===== src/rtl/serial_addsub_if.sv =====
// Handshake and operand/result bundle for the bit-serial adder/subtractor.
// The requester drives start/sub/a/b; the serial unit returns status and result.
interface serial_addsub_if #(
  parameter int WIDTH = 8
);
  logic             start;
  logic             sub;
  logic [WIDTH-1:0] a;
  logic [WIDTH-1:0] b;
  logic             busy;
  logic             done;
  logic [WIDTH-1:0] sum;
  logic             cout;
  logic             ovf;

  modport master (
    output start, sub, a, b,
    input  busy, done, sum, cout, ovf
  );

  modport slave (
    input  start, sub, a, b,
    output busy, done, sum, cout, ovf
  );
endinterface


===== src/rtl/serial_addsub.sv =====
// Bit-serial adder/subtractor: one full-adder cell consumes one operand bit
// per clock, LSB first, and publishes sum/carry/overflow after WIDTH cycles.
module serial_addsub #(
  parameter int WIDTH = 8
) (
  input  logic           clk,
  input  logic           rst_n,
  serial_addsub_if.slave bus
);

  localparam int CNT_W = $clog2(WIDTH + 1);
  localparam logic [CNT_W-1:0] LAST = CNT_W'(WIDTH - 1);

  typedef enum logic [1:0] {IDLE, RUN, DONE} state_t;

  state_t           state_q, state_d;
  logic [WIDTH-1:0] a_q, a_d;
  logic [WIDTH-1:0] b_q, b_d;
  logic [WIDTH-2:0] r_q, r_d;
  logic             carry_q, carry_d;
  logic [CNT_W-1:0] cnt_q, cnt_d;
  logic [WIDTH-1:0] sum_q, sum_d;
  logic             cout_q, cout_d;
  logic             ovf_q, ovf_d;

  logic [1:0]       fa;
  logic [WIDTH-1:0] r_sh;

  // Two half adders plus a carry OR; returns {carry_out, sum_bit}.
  function automatic logic [1:0] full_add(input logic x, input logic y, input logic ci);
    logic h1_s, h1_c, h2_s, h2_c;
    h1_s = x ^ y;
    h1_c = x & y;
    h2_s = h1_s ^ ci;
    h2_c = h1_s & ci;
    return {h1_c | h2_c, h2_s};
  endfunction

  always_comb begin
    state_d = state_q;
    a_d     = a_q;
    b_d     = b_q;
    r_d     = r_q;
    carry_d = carry_q;
    cnt_d   = cnt_q;
    sum_d   = sum_q;
    cout_d  = cout_q;
    ovf_d   = ovf_q;

    fa   = full_add(a_q[0], b_q[0], carry_q);
    // R keeps only the upper WIDTH-1 bits; the final bit completes it on the last edge.
    r_sh = {fa[0], r_q};

    case (state_q)
      IDLE: begin
        if (bus.start) begin
          a_d     = bus.a;
          b_d     = bus.sub ? ~bus.b : bus.b;
          carry_d = bus.sub;
          cnt_d   = '0;
          state_d = RUN;
        end
      end
      RUN: begin
        a_d     = a_q >> 1;
        b_d     = b_q >> 1;
        r_d     = r_sh[WIDTH-1:1];
        carry_d = fa[1];
        cnt_d   = cnt_q + CNT_W'(1);
        if (cnt_q == LAST) begin
          // carry_q here is the carry into the MSB, so overflow is its XOR with carry out.
          sum_d   = r_sh;
          cout_d  = fa[1];
          ovf_d   = carry_q ^ fa[1];
          state_d = DONE;
        end
      end
      DONE:    state_d = IDLE;
      default: state_d = IDLE;
    endcase
  end

  always_ff @(posedge clk or negedge rst_n) begin
    if (!rst_n) begin
      state_q <= IDLE;
      a_q     <= '0;
      b_q     <= '0;
      r_q     <= '0;
      carry_q <= 1'b0;
      cnt_q   <= '0;
      sum_q   <= '0;
      cout_q  <= 1'b0;
      ovf_q   <= 1'b0;
    end else begin
      state_q <= state_d;
      a_q     <= a_d;
      b_q     <= b_d;
      r_q     <= r_d;
      carry_q <= carry_d;
      cnt_q   <= cnt_d;
      sum_q   <= sum_d;
      cout_q  <= cout_d;
      ovf_q   <= ovf_d;
    end
  end

  assign bus.busy = (state_q == RUN);
  assign bus.done = (state_q == DONE);
  assign bus.sum  = sum_q;
  assign bus.cout = cout_q;
  assign bus.ovf  = ovf_q;

endmodule


===== src/flat_wrapper.sv =====
// flat-port wrapper written by rule: the top's interface ports become plain ports
module serial_addsub_flat 
#(
  parameter int WIDTH = 8
)
  (clk, rst_n, bus_start, bus_sub, bus_a, bus_b, bus_busy, bus_done, bus_sum, bus_cout, bus_ovf);
  serial_addsub_if #(.WIDTH(WIDTH)) bus_i ();
  input  logic clk;
  input  logic rst_n;
  input wire logic [$bits(bus_i.start)-1:0] bus_start;
  input wire logic [$bits(bus_i.sub)-1:0] bus_sub;
  input wire logic [$bits(bus_i.a)-1:0] bus_a;
  input wire logic [$bits(bus_i.b)-1:0] bus_b;
  output wire logic [$bits(bus_i.busy)-1:0] bus_busy;
  output wire logic [$bits(bus_i.done)-1:0] bus_done;
  output wire logic [$bits(bus_i.sum)-1:0] bus_sum;
  output wire logic [$bits(bus_i.cout)-1:0] bus_cout;
  output wire logic [$bits(bus_i.ovf)-1:0] bus_ovf;
  assign bus_i.start = bus_start;
  assign bus_i.sub = bus_sub;
  assign bus_i.a = bus_a;
  assign bus_i.b = bus_b;
  assign bus_busy = bus_i.busy;
  assign bus_done = bus_i.done;
  assign bus_sum = bus_i.sum;
  assign bus_cout = bus_i.cout;
  assign bus_ovf = bus_i.ovf;
  serial_addsub #(.WIDTH(WIDTH)) u_core (.clk(clk), .rst_n(rst_n), .bus(bus_i));
endmodule

===== config.mk =====
export PLATFORM = sky130hd
export DESIGN_NAME = serial_addsub_flat
export DESIGN_NICKNAME = d
export VERILOG_FILES = /design/src/rtl/serial_addsub_if.sv /design/src/rtl/serial_addsub.sv /design/src/flat_wrapper.sv
export SDC_FILE = /design/constraint.sdc
export NUM_CORES = 1
export LEC_CHECK = 0
export BUFFER_PORTS_ARGS = -buffer_cell sky130_fd_sc_hd__buf_4
export CORE_MARGIN = 5
export CORE_UTILIZATION = 50
export DETAILED_ROUTE_END_ITERATION = 8
export MAX_ROUTING_LAYER = met4
export PLACE_DENSITY = 0.84
export SYNTH_ARGS = -nofsm -noshare
export SYNTH_HDL_FRONTEND = slang
export SYNTH_SLANG_ARGS = --single-unit

===== constraint.sdc =====
create_clock -name clk -period 1.3 [get_ports clk]
set_input_delay 0.13 -clock clk [delete_from_list [all_inputs] [get_ports clk]]
set_output_delay 0.13 -clock clk [all_outputs]
set_load 0.01 [all_outputs]

# ---- Yosys cells after proc, flatten, opt, wreduce, memory -nomap -nowiden
# Cells that the tools add are included.
dict set report classes {
  n_eq_ne 5
  n_mux 12
  bitwise 7
  n_reduce_logical 5
  n_addsub 1
}
# op count
set op_table {}
lappend op_table {{one-hot mux 8 bit (2 select lines)} 2}
lappend op_table {{two-way mux 8 bit} 3}
lappend op_table {{inverter 8 bit} 1}
lappend op_table {{one-hot mux 4 bit (2 select lines)} 1}
lappend op_table {{AND reduction 2 bit} 3}
lappend op_table {{adder 4 x 1 -> 4 bit (second input constant)} 1}
lappend op_table {{equality test 4 x 3 -> 1 bit (second input constant)} 1}
lappend op_table {{two-way mux 2 bit} 2}
lappend op_table {{two-way mux 4 bit} 1}
lappend op_table {{one-hot mux 2 bit (2 select lines)} 1}
lappend op_table {{bitwise XOR 1 bit} 3}
lappend op_table {{bitwise AND 1 bit} 2}
lappend op_table {{equality test 2 x 1 -> 1 bit (second input constant)} 1}
lappend op_table {{equality test 2 bit (second input constant)} 1}
lappend op_table {{zero test 2 bit} 1}
lappend op_table {{!= test 2 x 1 -> 1 bit (second input constant)} 1}
lappend op_table {{!= test 2 bit (second input constant)} 1}
lappend op_table {{one-hot mux 1 bit (2 select lines)} 1}
lappend op_table {{nonzero test 2 bit} 1}
lappend op_table {{two-way mux 1 bit} 1}
lappend op_table {{bitwise OR 1 bit} 1}
dict set report word_totals {
  elab_cells 39
  in_bits 20
  reg_bits 40
}

# ---- Longest topological paths before layout
# Gate-level depths: netlist of the first run.
dict set report logic_depth {
  ltp_word 4
  depth_mapped 6
  depth_no_buf 4
}

# ---- Worst setup path before layout of the first run
# OpenSTA, ideal clock, no wires.
dict set report synth_timing {
  path_type {reg-to-reg}
  start {register u_core.carry_q}
  end {register u_core.ovf_q, in the netlist u_core.bus.ovf}
  period_less_slack_ns 1.405
  t_arrival_ns 1.280
  stages_incl_launch_ff 4
  slack_ns -0.105
  setup_ns 0.125
  path_buffers 0
  path_cell_list {dfrtp_1 > fa_1 > xor2_1 > mux2_2}
}
dict set report synth_between {
  elab_chain_len 3
}
# item line_no
set synth_rtl {}
lappend synth_rtl {{start: declaration} serial_addsub.sv:20} ;# logic carry_q, carry_d;
lappend synth_rtl {{start signal: assignment} serial_addsub.sv:99} ;# carry_q <= carry_d;
lappend synth_rtl {{bitwise AND 1 bit} serial_addsub.sv:35} ;# h2_c = h1_s & ci;
lappend synth_rtl {{bitwise OR 1 bit} serial_addsub.sv:36} ;# return {h1_c | h2_c, h2_s};
lappend synth_rtl {{via u_core.fa[1]} serial_addsub.sv:26} ;# logic [1:0] fa;
lappend synth_rtl {{bitwise XOR 1 bit} serial_addsub.sv:74} ;# ovf_d = carry_q ^ fa[1];
lappend synth_rtl {{end signal: assignment} serial_addsub.sv:103} ;# ovf_q <= ovf_d;
lappend synth_rtl {{end: declaration} serial_addsub.sv:24} ;# logic ovf_q, ovf_d;
# The timed path passes the listed nets, and every way through them passes these cells.
# A chain may end at the register's enable or synchronous reset.

# ---- Worst setup path in the final report of the first run
dict set report layout_timing {
  start {register u_core.cnt_q[0]}
  end {register u_core.sum_q[5], in the netlist u_core.bus.sum[5]}
}
dict set report layout_between {
  elab_chain_len 2
}
# item line_no
set layout_rtl {}
lappend layout_rtl {{start: declaration} serial_addsub.sv:21} ;# logic [CNT_W-1:0] cnt_q, cnt_d;
lappend layout_rtl {{start signal: assignment} serial_addsub.sv:100} ;# cnt_q <= cnt_d;
lappend layout_rtl {{equality test 4 x 3 -> 1 bit} serial_addsub.sv:70} ;# if (cnt_q == LAST) begin
lappend layout_rtl {{AND reduction 2 bit (no line)} --}
lappend layout_rtl {{end signal: assignment} serial_addsub.sv:101} ;# sum_q <= sum_d;
lappend layout_rtl {{end: declaration} serial_addsub.sv:22} ;# logic [WIDTH-1:0] sum_q, sum_d;
# No other way between the ends.

==> run metrics, run 1 <==
worst min path class primary input to register; H-tree depth 2; GRT Total Usage 0.225; Detail Placement HPWL 2.90 mm; main area contributors after synthesis dfrtp_1 (53%), mux2_2 (5.9%), nand2_1 (5.6%); setup violators final 28; Most Used Layer, Global Route met2; Inserted Clock Buffers 5; Ys Warns 0; sequential share of the synthesized area 0.529; hold path depth 3; register clock-pin slew on the reported worst setup and hold paths 0.08 ns; count of final hold-check violations 0; CP required 1.48 ns; vias in the first global route 1,788; ant diodes 0; Pint 4.43 mW; Starting Density 0.517; I/O pin cnt 32; Reg area 0.00100 mm^2; top cell type's share of synthesized area 0.529; later-pin clock latency in the skew report 0.30 ns; First DRT Iteration DRCs 213; Reg-to-Reg End u_core.bus.sum[5]$_DFFE_PN0P_; Max stage delay cell, worst path dfrtp_1; drt drc 0; fin crit share 1.14; initial antenna violation count 0; fraction of layout cells with a size suffix above 1 0.484; final worst path period need 1.48 ns; fin. max-slew vios 0; Placed Area 0.00232 mm^2; core area 0.00366 mm^2; Slew @ Worst Pin 0.512 ns; Worst Path Buf+Inv 1; CP startpoint u_core.cnt_q[0]$_DFFE_PN0P_; Final ANT Viol Nets 0; met2 Usage GRT 0.355; global-route wire length before repair 8.70 mm; full die area 0.00512 mm^2; CP peak stage delay 0.41 ns; Die W 71.5 um; Worst setup EP type register; status finished, violations left; root buffer cell clkbuf_8; worst reg2reg setup slack -0.18 ns; Crit Path Max Fanout 6; cell area after synthesis 0.00189 mm^2; I/O Buffers 31; cell family with most CP delay flip-flops; post-route cell area 0.00287 mm^2; M1 GR Usage 0.276; RSZ-0062 raised after global routing yes; fmax 0.676 GHz; Multi-input gate area 998 um^2; crit path cell chain ha_4 > nand2_4 > nor3_4 > buf_6 > mux2_4; critical path startpoint category register; reg-to-reg startpoint u_core.cnt_q[0]$_DFFE_PN0P_; Fillers 193; vias per cell 5.94; row count 22; drt first pass iters 4; Distinct cells, synth 32; Nets 265; PD cells 2470 mW/mm^2; Sw Ratio 0.375; clock sink total 40; mean post-synth cell area 10.7 um^2; Worst Hold End u_core.a_q[7]$_DFFE_PN0P_; syn_nets 199; Slew HR 0.658; Avg WL per Cell 20.1 um; vias post-DR 1,735; Pleak 1.33 nW; Worst Reg-to-Reg Cells 5; Mapped Cells 177; Max VDD drop 1.56 mV; Yosys reg bits 40; WS Path Type register to register; Area Growth Syn to Fin 51.4%; met3 usage 0.0449; worst min-delay path startpoint bus_a[7]; worst slack, placed -0.0892 ns; Worst Path Arrival 1.66 ns; RePlAce Congestion 0.802; CTS tree yes; WL final 5.88 mm; max_cap viols 0; sw power 2.66 mW; Die H 71.5 um; sequential power share 0.319; total grt overflow 0; largest net degree at the start of global routing 41; clk buf depth 2; dominant cell type by area after synthesis dfrtp_1; failing checks setup timing; Logic pwr share 0.556; clock share of power 0.125; Final WS setup -0.179 ns; skew final 0.0129 ns
registers in the layout, indices dropped and copies added (netlist names):
register         flops
u_core.b_q           8
u_core.a_q           8
u_core.carry_q       1
u_core.bus.sum       8
u_core.bus.ovf       1
u_core.cnt_q         4
u_core.state_q       2
u_core.r_q           7
u_core.bus.cout      1
worst register-to-register path: cells and delay by family, from the launching register on:
family | cells | cell delay [ns]
buffers and inverters | 1 | 0.19
muxes | 1 | 0.31
and+or+nand+nor | 2 | 0.29
adders and majority gates | 1 | 0.17
DFF | 1 | 0.41
per-stage QoR:
stage / TNS [ns] / util / power [mW] / hold WS, ns / instances
3_5_place_dp: -1.42 / 0.633 / 4.67 / 0.128 / 266
6_report: -2.36 / 0.783 / 7.09 / 0.102 / 292
2_1_floorplan: -0.713 / - / 3.54 / -0.166 / 177
4_1_cts: -1.09 / 0.727 / 6.30 / 0.105 / 286
5_1_grt: -3.51 / 0.783 / 7.46 / 0.116 / 292
3_3_place_gp: -0.601 / 0.633 / 4.58 / 0.131 / 266
cells by family (layout without fill, tap and decap cells):
family,count (synthesis),in the layout,synth area share
and+or+nand+nor,48,48,0.124
AOI/OAI and AO/OA,47,47,0.171
DFF,40,40,0.529
buffers and inverters,20,87,0.0529
muxes,11,11,0.0648
xor gates and xnor gates,9,9,0.0416
adders and majority gates,2,2,0.0172
synth_stat cells:
library cell  number
dfrtp_1           40
nand2_1           28
a21oi_1           11
nor2b_1           11
o21ai_0           11
mux2_2            10
a22oi_1            8
buf_2              8
xnor2_1            7
a221o_1            6
inv_1              6
o32ai_1            6
a22o_1             2
buf_4              2
nand3_1            2
nor2_1             2
xor2_1             2
and3b_1            1
buf_1              1
buf_6              1
clkbuf_1           1
fa_1               1
ha_1               1
inv_2              1
mux2i_1            1
nand2b_1           1
nand2b_2           1
nor3_2             1
o211ai_1           1
o21bai_1           1
o311ai_0           1
or3b_1             1
cell type report:
cell class	count	area share
flip-flops and latches	40	0.350
multi-input cells	117	0.348
repair buffers	72	0.237
clock buffers	7	0.0301
well taps	48	0.0210
inverters	7	0.0109
clock inverters	1	0.00262
what timing repair did:
action	CTS	global route
cloned	1	1
hold buffers	1	0
endpoints found under the hold margin	40	0
gates resized for setup	35	38
setup endpoints to repair	30	35
setup buffers	10	5
pin swaps	9	9
layer usage:
metal | routed length [um] | vias up
met3 | 276 | 20
met2 | 2920 | 82
met4 | 206 | 0
li1 | - | 752
met1 | 2480 | 881
met5 | 0 | -
layout by cell type (no fill, tap or decap), types with 7 or more instances in the layout:
master / netlist / final
o21ai_1: 0 / 10
a22oi_2: 0 / 7
nor2b_1: 11 / 9
a21oi_1: 11 / 10
buf_6: 1 / 10
mux2_4: 0 / 10
dfrtp_1: 40 / 39
buf_4: 2 / 54
xnor2_1: 7 / 7
nand2_1: 28 / 24
worst max-delay path by stage:
stage / cells after the start / to
after CTS: 5 / u_core.bus.sum[5]$_DFFE_PN0P_
after global routing: 5 / u_core.bus.sum[0]$_DFFE_PN0P_
after detailed placement: 4 / u_core.b_q[2]$_DFFE_PN0P_
final: 5 / u_core.bus.sum[5]$_DFFE_PN0P_
after floorplan: 5 / u_core.bus.cout$_DFFE_PN0P_
after global placement: 4 / u_core.b_q[5]$_DFFE_PN0P_
power by group through the flow:
stage | Clock [mW] | Sequential, mW | Combinational [mW]
after floorplan | 0 | 2.17 | 1.37
after global placement | 0 | 2.13 | 2.44
after detailed placement | 0 | 2.15 | 2.52
after CTS | 0.880 | 2.15 | 3.27
after global routing | 0.942 | 2.32 | 4.20
final | 0.884 | 2.26 | 3.94
(Power assumes the default switching activity.)
==> run 2: changes to the inputs <==
--- a/config.mk
+++ b/config.mk
@@ -5,12 +5,13 @@
 export SDC_FILE = /design/constraint.sdc
 export NUM_CORES = 1
 export LEC_CHECK = 0
+export ABC_AREA = 1
 export BUFFER_PORTS_ARGS = -buffer_cell sky130_fd_sc_hd__buf_4
 export CORE_MARGIN = 5
-export CORE_UTILIZATION = 50
+export CORE_UTILIZATION = 49
 export DETAILED_ROUTE_END_ITERATION = 8
 export MAX_ROUTING_LAYER = met4
-export PLACE_DENSITY = 0.84
+export PLACE_DENSITY = 0.83
 export SYNTH_ARGS = -nofsm -noshare
 export SYNTH_HDL_FRONTEND = slang
 export SYNTH_SLANG_ARGS = --single-unit
==> run metrics, run 2 <==
largest net degree at the start of global routing 41; cell area after synthesis 0.00185 mm^2; drt drc 0; I/O pin cnt 32; Inserted Clock Buffers 5; ys async rst share 1.00; count of final hold-check violations 0; Avg WL per Cell 11.5 um; row count 22; fin util 0.627; Worst Path Arrival 1.11 ns; Fillers 335; sw power 1.83 mW; I/O Buffers 31; clock sink total 40; skew final 0.00173 ns; Distinct cells, synth 19; vias per cell 4.91; vias in the first global route 1,459; Ys Warns 0; mean post-synth cell area 8.10 um^2; initial antenna violation count 0; Mapped Cells 228; total grt overflow 0; critical path startpoint category register; top cell type's share of synthesized area 0.542; Detail Placement HPWL 2.49 mm; WS Path Type register to output port; fraction of layout cells with a size suffix above 1 0.222; sequential power share 0.436; main area contributors after synthesis dfrtp_1 (54%), nand2_1 (22%), nand3_1 (11%); Final ANT Viol Nets 0; Slew HR 0.675; Pleak 1.24 nW; fin crit share 0.957; worst min path class primary input to register; Logic pwr share 0.407; top cells by count, synth nand2_1 (108), dfrtp_1 (40), nand3_1 (39); most frequent cell after synthesis nand2_1; Setup TNS 0 ns; Area Growth Syn to Fin 24.4%; clock share of power 0.157; commonest non-fill, non-tap cell in the layout nand2_1; drt first pass iters 4; register clock-pin slew on the reported worst setup and hold paths 0.07 ns; fin cells 318; Yosys reg bits 40; Crit Path Max Fanout 7; core area 0.00366 mm^2; CP required 1.17 ns; CTS tree yes; global-route wire length before repair 6.08 mm; RePlAce Congestion 0.839; GRT Total Usage 0.152; Worst setup EP type output port; PD cells 2120 mW/mm^2; fin. max-slew vios 0; setup violators final 0; Nets 292; sequential share of the synthesized area 0.542; full die area 0.00510 mm^2; WL final 3.67 mm; main flop type after synthesis dfrtp_1; Die W 71.4 um; RSZ-0062 raised after global routing yes; ant diodes 0; root buffer cell clkbuf_8; H-tree depth 2; Slew @ Worst Pin 0.488 ns; vias post-DR 1,561; status completed; dominant cell type by area after synthesis dfrtp_1; fmax 0.803 GHz; number of flops mapped to enable cells by yosys 0; First DRT Iteration DRCs 105; Total Power 4.88 mW; Starting Density 0.504; most frequent cells in the layout nand2_1 (108), buf_4 (41), dfrtp_1 (40); clk buf depth 2; final worst path period need 1.24 ns; placed cells 304; Die H 71.4 um; max_cap viols 0; syn_nets 250; Sw Ratio 0.375; Pint 3.05 mW; later-pin clock latency in the skew report 0.29 ns; Max VDD drop 0.982 mV
[run 2: cell types whose count changed after synthesis, moves of 4 or more]
cell	delta
a22oi_1	-8
nand2_1	+80
o32ai_1	-6
o21ai_0	-6
xnor2_1	-6
a21oi_1	-11
nor2b_1	-11
mux2_2	-10
inv_1	+4
a221o_1	-6
nand3_1	+37
[run 2: cell type report]
class	instances	area (um^2)	share of cell area
repair buffers	44	340	0.148
clock buffers	6	72.6	0.0316
inverters	13	53.8	0.0234
flip-flops and latches	40	1000	0.436
clock inverters	1	5.00	0.00218
multi-input cells	166	764	0.333
well taps	48	60.1	0.0261
[run 2: final timing paths]
check,to,slack [ns],from,cells after the start
setup / recovery,bus_busy,0.06,u_core.state_q[1]$_DFFE_PN0P_,5
hold / removal,u_core.a_q[7]$_DFFE_PN0P_,0.03,bus_a[7],3
setup reg to reg,u_core.bus.ovf$_DFFE_PN0P_,0.11,u_core.carry_q$_DFFE_PN0P_,4
hold reg to reg,u_core.bus.sum[1]$_DFFE_PN0P_,0.48,u_core.bus.sum[1]$_DFFE_PN0P_,2
max in group asynchronous,u_core.bus.sum[0]$_DFFE_PN0P_,0.61,rst_n,2
min in group asynchronous,u_core.bus.sum[2]$_DFFE_PN0P_,0.35,rst_n,2
[run 2: what timing repair did]
action,4_1_cts,5_1_grt
setup buffers,2,3
endpoints found under the setup margin,3,12
hold buffers,1,0
pin swaps,0,2
gates resized for setup,1,10
cloned,0,1
hold endpoints to repair,40,0
[run 2: critical path: stages, from the launching register on]
cell and delay [ns]:
dfrtp_1 0.39, inv_2 0.08, nand2_4 0.08, inv_4 0.07, buf_6 0.11, buf_6 0.10
[run 2: layer usage]
metal,vias to the layer above,GRT usage,routed length (um)
met3,3,0.0365,247
met2,38,0.253,1720
li1,800,-,-
met1,720,0.180,1680
met5,-,-,0
met4,0,0.0564,23
[run 2: per-stage QoR]
stage / worst slack (ns) / instance area (um^2) / hold WS, ns
after global placement: 0.0609 / 2120 / 0.129
after CTS: -0.00303 / 2230 / 0.0273
after detailed placement: 0.0192 / 2120 / 0.135
final: 0.0553 / 2300 / 0.0330
after global routing: -0.0117 / 2300 / 0.0368
after floorplan: 0.0544 / 1850 / -0.166
[run 2: logic make-up after synthesis]
| kind of cell | share of synthesized area |
|---|---|
| AND/OR/NAND/NOR | 0.348 |
| flip-flops | 0.542 |
| buffers and inverters | 0.0664 |
| AO/OA/AOI/OAI | 0.0163 |
| XOR/XNOR | 0.00949 |
| adder cells (fa/ha/maj) | 0.0176 |
[run 2: power groups by stage]
stage / registers [mW] / logic (mW) / clock network [mW]
2_1_floorplan: 2.14 / 1.16 / 0
6_report: 2.13 / 1.99 / 0.766
4_1_cts: 2.12 / 1.87 / 0.786
5_1_grt: 2.20 / 2.22 / 0.840
3_3_place_gp: 2.11 / 1.78 / 0
3_5_place_dp: 2.13 / 1.82 / 0
